## config.mk

```make
export PLATFORM = sky130hd
export DESIGN_NAME = imm_ext_pipe
export DESIGN_NICKNAME = d
export VERILOG_FILES = /design/src/rtl/imm_ext_pkg.sv /design/src/rtl/imm_ext_core.sv /design/src/rtl/imm_ext_pipe.sv
export SDC_FILE = /design/constraint.sdc
export NUM_CORES = 1
export LEC_CHECK = 0
export BUFFER_PORTS_ARGS = -buffer_cell sky130_fd_sc_hd__buf_2
export CORE_ASPECT_RATIO = 0.8
export CORE_MARGIN = 4
export CORE_UTILIZATION = 45
export DETAILED_ROUTE_END_ITERATION = 6
export PLACE_DENSITY = 0.7
export SKIP_CTS_REPAIR_TIMING = 1
export SLEW_MARGIN = 0
export SYNTH_ARGS = -nofsm -noshare
export SYNTH_HDL_FRONTEND = slang
export SYNTH_SLANG_ARGS = --single-unit
```

## constraint.sdc

```tcl
create_clock -name clk -period 3.7 [get_ports clk]
set_clock_uncertainty 0.05 [all_clocks]
set_input_delay 0.185 -clock clk [delete_from_list [all_inputs] [get_ports clk]]
set_output_delay 0.185 -clock clk [all_outputs]
set_load 0.02 [all_outputs]
```

## src/rtl/imm_ext_pkg.sv

```systemverilog
// Shared constants for the immediate-extension pipeline: mode encodings,
// instruction field positions and the raw-field selector used at stage entry.
package imm_ext_pkg;

  localparam logic [2:0] MODE_ALU_IMM   = 3'd0;
  localparam logic [2:0] MODE_DT_ADDR   = 3'd1;
  localparam logic [2:0] MODE_BR_ADDR   = 3'd2;
  localparam logic [2:0] MODE_CB_ADDR   = 3'd3;
  localparam logic [2:0] MODE_MOVW      = 3'd4;
  localparam logic [2:0] MODE_ALU_IMM12 = 3'd5;

  // Widest raw field is the 26-bit branch offset; all fields are right-aligned.
  localparam int RAW_W       = 26;
  localparam int ALU_LSB     = 10;
  localparam int ALU_W       = 12;
  localparam int DT_LSB      = 12;
  localparam int DT_W        = 9;
  localparam int BR_LSB      = 0;
  localparam int BR_W        = 26;
  localparam int CB_LSB      = 5;
  localparam int CB_W        = 19;
  localparam int MOVW_LSB    = 5;
  localparam int MOVW_W      = 18;
  localparam int MOVW_HW_LSB = 21;
  localparam int ALU12_SHIFT = 12;

  // MOVW keeps its 2-bit halfword selector above the 16-bit immediate.
  function automatic logic [RAW_W-1:0] select_field(input logic [31:0] instr,
                                                    input logic [2:0]  mode);
    logic [RAW_W-1:0] f;
    f = '0;
    case (mode)
      MODE_ALU_IMM, MODE_ALU_IMM12: f[ALU_W-1:0]  = instr[ALU_LSB +: ALU_W];
      MODE_DT_ADDR:                 f[DT_W-1:0]   = instr[DT_LSB +: DT_W];
      MODE_BR_ADDR:                 f[BR_W-1:0]   = instr[BR_LSB +: BR_W];
      MODE_CB_ADDR:                 f[CB_W-1:0]   = instr[CB_LSB +: CB_W];
      MODE_MOVW:                    f[MOVW_W-1:0] = instr[MOVW_LSB +: MOVW_W];
      default:                      f = '0;
    endcase
    return f;
  endfunction

endpackage

```

## src/rtl/imm_ext_core.sv

```systemverilog
// Combinational extension/shift/PC-add of a pre-selected raw immediate field.
module imm_ext_core
  import imm_ext_pkg::*;
#(
  parameter int DATA_W = 64,
  parameter bit PCREL  = 1'b0
) (
  input  logic [RAW_W-1:0]  raw,
  input  logic [2:0]        mode,
  input  logic [DATA_W-1:0] pc,
  input  logic              err_in,
  output logic [DATA_W-1:0] data,
  output logic              err
);

  logic signed [DATA_W-1:0] dt_ext;
  logic signed [DATA_W-1:0] br_ext;
  logic signed [DATA_W-1:0] cb_ext;
  logic signed [DATA_W-1:0] br_tgt;
  logic signed [DATA_W-1:0] cb_tgt;
  logic        [DATA_W-1:0] alu_ext;
  logic        [DATA_W-1:0] alu12_ext;
  logic        [DATA_W-1:0] movw_ext;

  assign dt_ext    = {{(DATA_W-DT_W){raw[DT_W-1]}}, raw[DT_W-1:0]};
  assign br_ext    = {{(DATA_W-BR_W-2){raw[BR_W-1]}}, raw[BR_W-1:0], 2'b00};
  assign cb_ext    = {{(DATA_W-CB_W-2){raw[CB_W-1]}}, raw[CB_W-1:0], 2'b00};
  assign alu_ext   = {{(DATA_W-ALU_W){1'b0}}, raw[ALU_W-1:0]};
  assign alu12_ext = {{(DATA_W-ALU_W-ALU12_SHIFT){1'b0}}, raw[ALU_W-1:0], {ALU12_SHIFT{1'b0}}};
  // Shift amount is 16*hw; illegal hw values never reach here (err_in is set).
  assign movw_ext  = {{(DATA_W-16){1'b0}}, raw[15:0]} << {raw[17:16], 4'b0000};

  // Two's-complement wrap discards the carry, giving the mod-2^DATA_W target.
  assign br_tgt = $signed(pc) + br_ext;
  assign cb_tgt = $signed(pc) + cb_ext;

  always_comb begin
    data = '0;
    err  = err_in;
    if (!err_in) begin
      case (mode)
        MODE_ALU_IMM:   data = alu_ext;
        MODE_DT_ADDR:   data = dt_ext;
        MODE_BR_ADDR:   data = PCREL ? br_tgt : br_ext;
        MODE_CB_ADDR:   data = PCREL ? cb_tgt : cb_ext;
        MODE_MOVW:      data = movw_ext;
        MODE_ALU_IMM12: data = alu12_ext;
        default:        err  = 1'b1;
      endcase
    end
  end

endmodule

```

## src/rtl/imm_ext_pipe.sv

```systemverilog
// Two-stage immediate-extension pipeline with valid/ready on both sides.
// S1 holds the raw field and early error; S2 holds the final operand.
module imm_ext_pipe
  import imm_ext_pkg::*;
#(
  parameter int DATA_W = 64,
  parameter bit PCREL  = 1'b0
) (
  input  logic              clk,
  input  logic              rst_n,
  input  logic              in_valid,
  output logic              in_ready,
  input  logic [31:0]       in_instr,
  input  logic [2:0]        in_mode,
  input  logic [DATA_W-1:0] in_pc,
  output logic              out_valid,
  input  logic              out_ready,
  output logic [DATA_W-1:0] out_data,
  output logic              out_err
);

  localparam logic [2:0] HW_LIM = 3'(DATA_W / 16);

  logic              s1_load;
  logic              s2_load;
  logic              err_p0;
  logic [RAW_W-1:0]  raw_p0;

  logic              vld_p1;
  logic [RAW_W-1:0]  raw_p1;
  logic [2:0]        mode_p1;
  logic [DATA_W-1:0] pc_p1;
  logic              err_p1;

  logic              vld_p2;
  logic [DATA_W-1:0] data_p2;
  logic              err_p2;

  logic [DATA_W-1:0] core_data;
  logic              core_err;

  assign s2_load  = !vld_p2 || out_ready;
  assign s1_load  = !vld_p1 || s2_load;
  assign in_ready = s1_load;

  assign raw_p0 = select_field(in_instr, in_mode);
  assign err_p0 = (in_mode > MODE_ALU_IMM12) ||
                  ((in_mode == MODE_MOVW) &&
                   ({1'b0, in_instr[MOVW_HW_LSB +: 2]} >= HW_LIM));

  // ---- stage boundary p0 -> p1 ----
  always_ff @(posedge clk) begin
    if (!rst_n) begin
      vld_p1 <= 1'b0;
    end else if (s1_load) begin
      vld_p1 <= in_valid;
    end
  end

  always_ff @(posedge clk) begin
    if (s1_load && in_valid) begin
      raw_p1  <= raw_p0;
      mode_p1 <= in_mode;
      pc_p1   <= in_pc;
      err_p1  <= err_p0;
    end
  end

  imm_ext_core #(
    .DATA_W (DATA_W),
    .PCREL  (PCREL)
  ) u_core (
    .raw    (raw_p1),
    .mode   (mode_p1),
    .pc     (pc_p1),
    .err_in (err_p1),
    .data   (core_data),
    .err    (core_err)
  );

  // ---- stage boundary p1 -> p2 ----
  always_ff @(posedge clk) begin
    if (!rst_n) begin
      vld_p2  <= 1'b0;
      data_p2 <= '0;
      err_p2  <= 1'b0;
    end else if (s2_load) begin
      vld_p2 <= vld_p1;
      if (vld_p1) begin
        data_p2 <= core_data;
        err_p2  <= core_err;
      end
    end
  end

  assign out_valid = vld_p2;
  assign out_data  = data_p2;
  assign out_err   = err_p2;

endmodule

```

# After elaboration in Yosys (flattened, before gate mapping)
# Cells that the tools add are included.
[totals]
ff_bits = 97
inputBits = 103
output_inout_bits = 67
elab_cells = 39
[op_classes]
magnitude_cmp = 1
n_eq_ne = 10
shifts = 1
mux = 8
n_reduce_logical = 11
[ops]
columns = ["cell", "count"]
rows = [
  ["$pmux 64 s6", 1],
  ["$mux 64", 1],
  ["$shl 16x6->64", 1],
  ["$pmux 9 s4", 1],
  ["$eq 3x2->1 const B", 4],
  ["$eq 3x3->1 const B", 4],
  ["$pmux 6 s2", 1],
  ["$pmux 3 s3", 1],
  ["$eq 3x1->1 const B", 2],
  ["$logic_not 3->1", 2],
  ["$reduce_or 6->1", 1],
  ["$reduce_or 2->1", 2],
  ["$gt 3x3->1 const B", 1],
  ["$logic_not 1->1", 2],
  ["$logic_or 1x1->1", 2],
  ["$mux 1", 2],
  ["$pmux 1 s2", 1],
  ["$reduce_and 2->1", 1],
  ["$logic_and 1x1->1", 1],
]

# Depth between registers and ports, before layout
# Gate-level depths: netlist of run 1.
[logic_depth]
depth_word = 4
mapped_depth = 7
ltp_nobuf = 4

# By module
# Synthesis of run 1 repeated with hierarchy kept, for this count alone.
[unflattened]
cells_unflattened = 711
area_unflattened_um2 = 7418.4
[modules_own_cells]
columns = ["module", "instances", "cells_each", "area_per_inst_um2", "seq_area_each_um2"]
rows = [
  ["imm_ext_pipe", 1, 505, 6088.3, 4164.0],
  ["imm_ext_core", 1, 206, 1330.0, 0.0],
]

# Worst setup path before layout of run 1
# Ideal clock, no wire load.
[synth_timing]
path_type = "reg2reg"
from = "register vld_p2 (netlist: out_valid)"
to = "register err_p1 (enable)"
setup_time_ns = 0.390
t_arrival_ns = 1.516
t_required_ns = 3.260
slack_ns = 1.744
path_stages_with_launch = 4
n_path_buf = 0
synth_period_minus_slack_ns = 1.956
cell_sequence = "dfxtp_1 nor2b_1 nand2_1 and2_1"
[synth_via]
elab_chain_cells = 4
[synth_lines]
columns = ["item", "line", "source"]
rows = [
  ["from (decl)", "imm_ext_pipe.sv:35", "logic vld_p2;"],
  ["from (signal assigned)", "imm_ext_pipe.sv:88", "vld_p2 <= vld_p1;"],
  ["$logic_not 1->1", "imm_ext_pipe.sv:42", "assign s2_load = !vld_p2 || out_ready;"],
  ["$logic_or 1x1->1", "imm_ext_pipe.sv:42", ""],
  ["$logic_or 1x1->1", "imm_ext_pipe.sv:43", "assign s1_load = !vld_p1 || s2_load;"],
  ["net in_ready", "imm_ext_pipe.sv:12", "output logic in_ready,"],
  ["$logic_and 1x1->1", "imm_ext_pipe.sv:61", "if (s1_load && in_valid) begin"],
  ["to (signal assigned)", "imm_ext_pipe.sv:65", "err_p1 <= err_p0;"],
  ["to (decl)", "imm_ext_pipe.sv:33", "logic err_p1;"],
]
# The timed path passes the listed nets, and every way through them passes these cells.
# A chain may end at the register's enable or synchronous reset.

# Worst setup path after layout of run 1
[layout_timing]
from = "register mode_p1[1]"
to = "register data_p2[28] (netlist: out_data[28])"
[layout_via]
elab_chain_cells = 3
elab_cells_between_ends = 8
[layout_lines]
columns = ["item", "line", "source"]
rows = [
  ["from (decl)", "imm_ext_pipe.sv:31", "logic [2:0] mode_p1;"],
  ["from (signal assigned)", "imm_ext_pipe.sv:63", "mode_p1 <= in_mode;"],
  ["$eq 3x3->1, or another cell as far along", "imm_ext_core.sv:41", "case (mode)"],
  ["$pmux 64 s6 (*)", "imm_ext_core.sv:41", ""],
  ["$mux 64 (*)", "imm_ext_core.sv:40", "if (!err_in) begin"],
  ["to (signal assigned)", "imm_ext_pipe.sv:90", "data_p2 <= core_data;"],
  ["to (decl)", "imm_ext_pipe.sv:36", "logic [DATA_W-1:0] data_p2;"],
]
# Every way passes the cells marked *; elsewhere a longest branch is shown, timed or not.

==> reports/metrics.csv, run 1 <==
stage,metric,value,unit
run_status,status,completed,
synthesis,syn avg cell area,8.76,µm²
timing,TNS Setup,0,ps
timing,RSZ-0062 raised after global routing,false,
clock_tree,Clock Sinks,97,
die,IO Pins,170,
power_and_ir_drop,Clk network pwr share,37.7,%
drt,routed via count,4683,
power_and_ir_drop,Total Power,2.41,mW
clock_tree,Num CTS Buffers,9,
global_routing,vias in the first global route,4198,
global_routing,initial antenna violation count,0,
global_routing,GRT Overall Usage,21.5,%
synthesis,Synth Area in Compound Gates,23.6,%
placement,Port Buf Inserts,99,
timing,minimum clock period,2560,ps
power_and_ir_drop,P_int,1.76,mW
die,Die W,127,µm
clock_tree,H-tree lvl count,3,
timing,setup violators final,0,
final_layout,nets,753,
power_and_ir_drop,leak pwr,2.47,nW
final_layout,final core utilization,53.4,%
worst_setup_path,Crit Path Class,reg2reg,
synthesis,Synth warnings,0,
global_routing,first-pass GRT wire length,22200,µm
synthesis,multiplexer area fraction after synthesis,4.69,%
final_layout,"commonest non-fill, non-tap cell in the layout",buf_2,
die,Rows,34,
drt,DR DRC count,0,
drt,Iter 0 DRT Violations,500,
synthesis,xor and xnor area share after synthesis,0,%
worst_setup_path,reg2reg path depth,5,
synthesis,cells after synthesis,585,
global_routing,Overflow after GRT,0,
worst_setup_path,Critical Path Sink Type,flop,
synthesis,syn_nets,688,
clock_tree,CTS tree,done,
drt,drt total wl,14300,µm
min_path,hold crit path type,in2reg,
synthesis,ys async rst share,0,%
drt,detailed-route vias per instance,5.86,
synthesis,Synth Area in Adders,0,%
drt,drt pass-1 iters,6,
timing,final worst slack,1140,ps
timing,Slew HR,21.6,%
final_layout,"commonest cells after routing, fill and taps aside","99 x buf_2, 82 x nand2_1, 71 x a21oi_1, 67 x dfxtp_1, 37 x and3_1",
power_and_ir_drop,Max VDD drop,248,µV
synthesis,Netlist Area Pre-Place,5120,µm²
timing,final slew viol count,0,
final_layout,synth-to-layout area growth,14.9,%
clock_tree,root buffer cell,clkbuf_16,
job,Max-Cap Viols,0,
timing,Final Hold Fails,0,
placement,hpwl dp,9930,µm
synthesis,"FF+latch count, synth",97,
worst_setup_path,Worst Path Max Fanout,33,
die,Core Box Area,11000,µm²
timing,Highest Clock Rate,391,MHz
drt,routed len/inst,17.9,µm
placement,Place WS,1210,ps
worst_setup_path,CP Launch Type,flop,
power_and_ir_drop,Seq pwr share,49.9,%
synthesis,Main synth FF type,dfxtp_1,
final_layout,fill cell count,1029,
global_routing,largest net degree at the start of global routing,50,
power_and_ir_drop,Sw Pwr,0.649,mW
power_and_ir_drop,combinational share of power,12.4,%
clock_tree,clock insertion delay at the later pin of the skew report,350,ps
die,Die ar.,13200,µm²
synthesis,Post-synth EDFFs,30,
placement,gp weighted congestion,0.847,
drt,post-route ant nets,0,
die,starting density of the core,46.5,%
min_path,Hold Path Cell Cnt,3,
timing,worst slew pin tran,1180,ps
final_layout,Antenna Diode Count,0,
synthesis,sequential share of the synthesized area,43.8,%
die,Die Ht,103,µm
final_layout,share of layout cells above drive strength 1,20.6,%
synthesis,Yosys cell types,55,
synthesis,largest family of logic cells by synthesized area,compound AO/OA/AOI/OAI gates,
synthesis,simple-gate share of the synthesized area,22.3,%
timing,part of the cycle the worst path needs,69.1,%
clock_tree,maximum buffer depth of the clock tree,2,
worst_setup_path,WP data required,3920,ps
timing,Fin Hold WS,13.1,ps
power_and_ir_drop,Sw Ratio,26.9,%
worst_setup_path,worst path arrival time,2770,ps
clock_tree,clock transition at the registers of the reported paths,70,ps
power_and_ir_drop,pwr dens,410,nW/µm²
stage by stage:
stage / instance area (µm²) / std cells
floorplan: 5120 / 585
global placement: 5600 / 783
detailed placement: 5600 / 783
CTS: 5890 / 799
global route: 5890 / 799
finish: 5890 / 799
power groups by stage:
stage	Combinational, mW	Clock (mW)	Sequential (mW)
2_1_floorplan	0.213	0	1.20
3_3_place_gp	0.288	0	1.22
3_5_place_dp	0.297	0	1.22
4_1_cts	0.298	0.922	1.20
5_1_grt	0.331	0.962	1.21
6_report	0.300	0.910	1.20
layout make-up:
class / count / area (µm²) / share of cell area (%)
tap: 144 / 180 / 3.06
clock buffer: 12 / 268 / 4.55
timing repair buffer: 107 / 556 / 9.44
sequential: 97 / 2240 / 38.1
inverter: 7 / 26.3 / 0.446
clock inverter: 4 / 23.8 / 0.404
multi-input combinational: 428 / 2590 / 44.0
state kept, by name (all words and copies together) (netlist names):
name       cells
out_valid      1
raw_p1        26
out_err        1
err_p1         1
mode_p1        3
out_data      64
vld_p1         1
cells in the mapped netlist, drive strengths merged (11+ instances only):
| cell type | n | area [µm²] |
|---|---|---|
| a21oi | 72 | 364 |
| and2 | 11 | 68.8 |
| and3 | 37 | 231 |
| buf | 32 | 185 |
| clkbuf | 21 | 78.8 |
| dfxtp | 67 | 1340 |
| edfxtp | 30 | 901 |
| mux2i | 16 | 173 |
| nand2 | 82 | 308 |
| nand2b | 15 | 101 |
| nor2 | 24 | 90.1 |
| nor2b | 15 | 93.8 |
| o21ai | 50 | 250 |
critical path, cell delays in order, from the launching register on:
cell and delay (ps):
edfxtp_1 690, nand2_1 230, and4b_1 920, buf_4 300
o21ai_1 90, a21oi_1 190
worst paths after layout:
check,from,endpoint,slack [ps]
worst max register to register,mode_p1[1],out_data[28],1140
worst min register to register,out_data[51],out_data[51],400
worst min-delay path,in_valid,vld_p1,10
worst max-delay path,mode_p1[1],out_data[28],1140
cell families (layout without fill, tap and decap cells):
logic type | Yosys count | in the layout
compound gates | 193 | 193
buf+inv | 60 | 130
simple gates | 213 | 213
mux | 22 | 22
flops | 97 | 97
layer usage:
layer	global-route usage, %	up-vias	part of all wire (%)
li1	-	2265	-
met1	29.8	2158	45
met2	33.4	239	43
met3	5.49	21	9.5
met4	6.43	0	2.1
met5	0	-	0
Note: power is estimated with default switching activity, not from simulation.
==> run 2, diff against run 1 <==
--- a/config.mk
+++ b/config.mk
@@ -5,12 +5,13 @@
 export SDC_FILE = /design/constraint.sdc
 export NUM_CORES = 1
 export LEC_CHECK = 0
+export ABC_AREA = 1
 export BUFFER_PORTS_ARGS = -buffer_cell sky130_fd_sc_hd__buf_2
 export CORE_ASPECT_RATIO = 0.8
 export CORE_MARGIN = 4
 export CORE_UTILIZATION = 45
 export DETAILED_ROUTE_END_ITERATION = 6
-export PLACE_DENSITY = 0.7
+export PLACE_DENSITY = 0.71
 export SKIP_CTS_REPAIR_TIMING = 1
 export SLEW_MARGIN = 0
 export SYNTH_ARGS = -nofsm -noshare
==> constraint.sdc (replaced) <==
create_clock -name clk -period 2.6 [get_ports clk]
set_clock_uncertainty 0.05 [all_clocks]
set_input_delay 0.13 -clock clk [delete_from_list [all_inputs] [get_ports clk]]
set_output_delay 0.13 -clock clk [all_outputs]
set_load 0.02 [all_outputs]
==> run 2 against run 1 <==
Effect of this change: the flow now finishes with violations (negative hold slack); synthesized area fell by 1.1%; routed wire length fell by 7.9%; register-to-register slack got worse by 460 ps; final cell count rose by 23%; sequential share of layout area barely moved; power rose by 38%; combinational power rose by 46%; worst setup slack got worse by 570 ps; largest power group unchanged; highest routed layer unchanged.
==> reports/metrics.csv, run 2 <==
stage,metric,value,unit,change
run_status,status,"finished, violations left",,
run_status,violated checks,negative hold slack,,
power_and_ir_drop,Max VDD drop,330,µV,+33%
placement,gp weighted congestion,0.928,,+9.6%
final_layout,fill cell count,1118,,+8.6%
power_and_ir_drop,Total Power,3.34,mW,+38%
clock_tree,CTS tree,done,,
final_layout,register area,2240,µm²,unchanged
drt,detailed-route vias per instance,5.09,,-13%
global_routing,met1 Usage GRT,27.8,%,-2.0 points
clock_tree,Clock Sinks,97,,unchanged
synthesis,Yosys cell types,28,,-49%
synthesis,syn_nets,860,,+25%
synthesis,most common cell in the netlist,nand2_1,,
die,Core Box Area,10900,µm²,-0.77%
final_layout,share of layout cells above drive strength 1,16.7,%,-3.9 points
drt,drt total wl,13200,µm,-7.9%
global_routing,GRT Overall Usage,20.3,%,-1.2 points
global_routing,initial antenna violation count,0,,unchanged
synthesis,sequential share of the synthesized area,44.2,%,+0.48 points
global_routing,met2 usage,32.6,%,-0.72 points
global_routing,M3 GR Usage,4.45,%,-1.0 points
timing,TNS Setup,0,ps,unchanged
timing,part of the cycle the worst path needs,77.9,%,
worst_setup_path,WP data required,2740,ps,-1180 ps
synthesis,syn avg cell area,6.70,µm²,-24%
worst_setup_path,Worst Path Max Fanout,12,,-64%
drt,routed via count,5003,,+6.8%
timing,setup violators final,0,,unchanged
synthesis,"FF+latch count, synth",97,,unchanged
power_and_ir_drop,Sw Pwr,0.929,mW,+43%
drt,routed len/inst,13.4,µm,-25%
power_and_ir_drop,combinational share of power,13.2,%,+0.8 points
placement,Port Buf Inserts,99,,unchanged
synthesis,Synth warnings,0,,unchanged
die,starting density of the core,46.4,%,-0.14 points
synthesis,cells after synthesis,757,,+29%
clock_tree,maximum buffer depth of the clock tree,2,,unchanged
power_and_ir_drop,Seq pwr share,50.3,%,+0.4 points
timing,final worst slack,574,ps,-571 ps
timing,minimum clock period,2030,ps,
synthesis,"top cells by count, synth","298 x nand2_1, 99 x nor2_1, 67 x dfxtp_1",,
drt,drt pass-1 iters,6,,unchanged
min_path,hold crit path type,in2reg,,
clock_tree,H-tree lvl count,3,,unchanged
power_and_ir_drop,Clk network pwr share,36.5,%,-1.2 points
power_and_ir_drop,pwr dens,566,nW/µm²,+38%
timing,Final Hold Fails,1,,+1
worst_setup_path,"Largest delay share family, worst path",compound AO/OA/AOI/OAI gates,,
die,Die Ht,103,µm,-0.50%
final_layout,"commonest cells after routing, fill and taps aside","297 x nand2_1, 99 x buf_2, 98 x nor2_1, 67 x dfxtp_1, 66 x a21oi_1",,
drt,post-route ant nets,0,,unchanged
drt,DR DRC count,0,,unchanged
worst_setup_path,CP Buf/Inv Count,3,,+2
clock_tree,Num CTS Buffers,9,,unchanged
global_routing,vias in the first global route,4400,,+4.8%
die,IO Pins,170,,unchanged
worst_setup_path,worst path cell trace,dlygate4sd3_1 -> buf_2 -> inv_1 -> nand2_1 -> o21ai_0 -> a22oi_1 -> nand3_1,,
timing,worst slew pin tran,1210,ps,+35.6 ps
final_layout,max FFs per register,64,,unchanged
timing,RSZ-0062 raised after global routing,false,,
final_layout,synth-to-layout area growth,16.3,%,
synthesis,"area leader, netlist",dfxtp_1,,
clock_tree,root buffer cell,clkbuf_16,,
worst_setup_path,Crit Path Class,in2reg,,
synthesis,Yosys top cell area share,26.5,%,+0.28 points
synthesis,ys async rst share,0,%,unchanged
power_and_ir_drop,Sw Ratio,27.8,%,+0.93 points
synthesis,synth top area cells,"dfxtp_1 26%, nand2_1 22%, edfxtp_1 18%",,
final_layout,final core utilization,53.9,%,+0.47 points
worst_setup_path,CP max-delay cell,o21ai_0,,
power_and_ir_drop,leak pwr,2.77,nW,+12%
job,Max-Cap Viols,0,,unchanged
worst_setup_path,CP Launch Type,input pin,,
drt,Iter 0 DRT Violations,387,,-23%
synthesis,Main synth FF type,dfxtp_1,,
worst_setup_path,worst path arrival time,2170,ps,-600 ps
final_layout,nets,936,,+24%
worst_setup_path,max incr delay on CP,930,ps,about the same
die,Rows,34,,unchanged
timing,final slew viol count,0,,unchanged
timing,Slew HR,18.4,%,-3.2 points
global_routing,first-pass GRT wire length,21500,µm,-3.2%
die,Die W,127,µm,-0.51%
placement,hpwl dp,9520,µm,-4.1%
final_layout,Antenna Diode Count,0,,unchanged
power_and_ir_drop,P_int,2.41,mW,+37%
placement,Place WS,710,ps,-500 ps
global_routing,Overflow after GRT,0,,unchanged
clock_tree,clock insertion delay at the later pin of the skew report,340,ps,about the same
final_layout,Multi-input gate area,2410,µm²,-7.1%
timing,Fin Hold WS,-4.52,ps,-17.6 ps
die,Die ar.,13000,µm²,-1.0%
global_routing,largest net degree at the start of global routing,67,,+34%
timing,Highest Clock Rate,494,MHz,
synthesis,Post-synth EDFFs,30,,unchanged
worst_setup_path,Critical Path Sink Type,flop,,
clock_tree,clock transition at the registers of the reported paths,60,ps,about the same
final_layout,"commonest non-fill, non-tap cell in the layout",nand2_1,,
synthesis,Netlist Area Pre-Place,5070,µm²,-1.1%
global_routing,busiest layer in global routing,met2,,
[run 2: cell count changes after synthesis, moves of 9 or more]
| cell | change |
|---|---|
| inv_1 | +38 |
| o21ai_0 | -9 |
| and3_1 | -37 |
| a22o_1 | -10 |
| and2_1 | -11 |
| mux2i_1 | -15 |
| nand2b_1 | -14 |
| nor2_1 | +75 |
| buf_2 | -11 |
| nand3_1 | +60 |
| o21ai_1 | -32 |
| nor2b_1 | -15 |
| nand2_1 | +216 |
[run 2: stage by stage]
step	cell area [µm²]	cells
2_1_floorplan	5070	757
3_3_place_gp	5600	964
3_5_place_dp	5600	964
4_1_cts	5870	980
5_1_grt	5890	982
6_report	5890	982
[run 2: worst register-to-register path, stage by stage, from the launching register on]
cell and delay, ps:
edfxtp_1 580, inv_2 120, nand2_1 360, nor2_1 70
nor2_1 250, nand3_1 160, nand2_1 100, a21oi_1 70
[run 2: path summary, 6_finish.rpt]
kind	from	endpoint	slack, ps	depth (start not counted)
worst max-delay path	in_mode[0]	raw_p1[3]	570	7
worst min-delay path	rst_n	out_err	-5	3
worst max register to register	mode_p1[2]	out_data[25]	680	7
worst min register to register	out_data[49]	out_data[49]	410	2
[run 2: routing by layer]
metal	share of wire (%)	routed length (µm)	vias up
li1	-	-	2560
met2	44	5850	172
met4	1.2	164	0
met3	6.7	888	17
met1	48	6260	2254
met5	0	0	-
[run 2: logic make-up after synthesis]
| group | count (synthesis) | share of synthesized area, % |
|---|---|---|
| AO/OA/AOI/OAI | 90 | 9.53 |
| buffers and inverters | 98 | 8.47 |
| flip-flops | 97 | 44.2 |
| AND/OR/NAND/NOR | 472 | 37.8 |
[run 2: power by group through the flow]
stage	Combinational, mW	Clock (mW)	Sequential [mW]
after floorplan	0.298	0	1.71
after global placement	0.434	0	1.71
after detailed placement	0.435	0	1.71
after CTS	0.437	1.24	1.68
after global routing	0.494	1.30	1.68
final	0.439	1.22	1.68
[run 2: final cells by class]
class / count / share of cell area (%)
well taps: 144 / 3.06
inverters: 51 / 3.29
multi-input cells: 562 / 40.8
clock buffers: 10 / 3.91
repair buffers: 112 / 10.1
flip-flops and latches: 97 / 38.0
clock inverters: 6 / 0.701
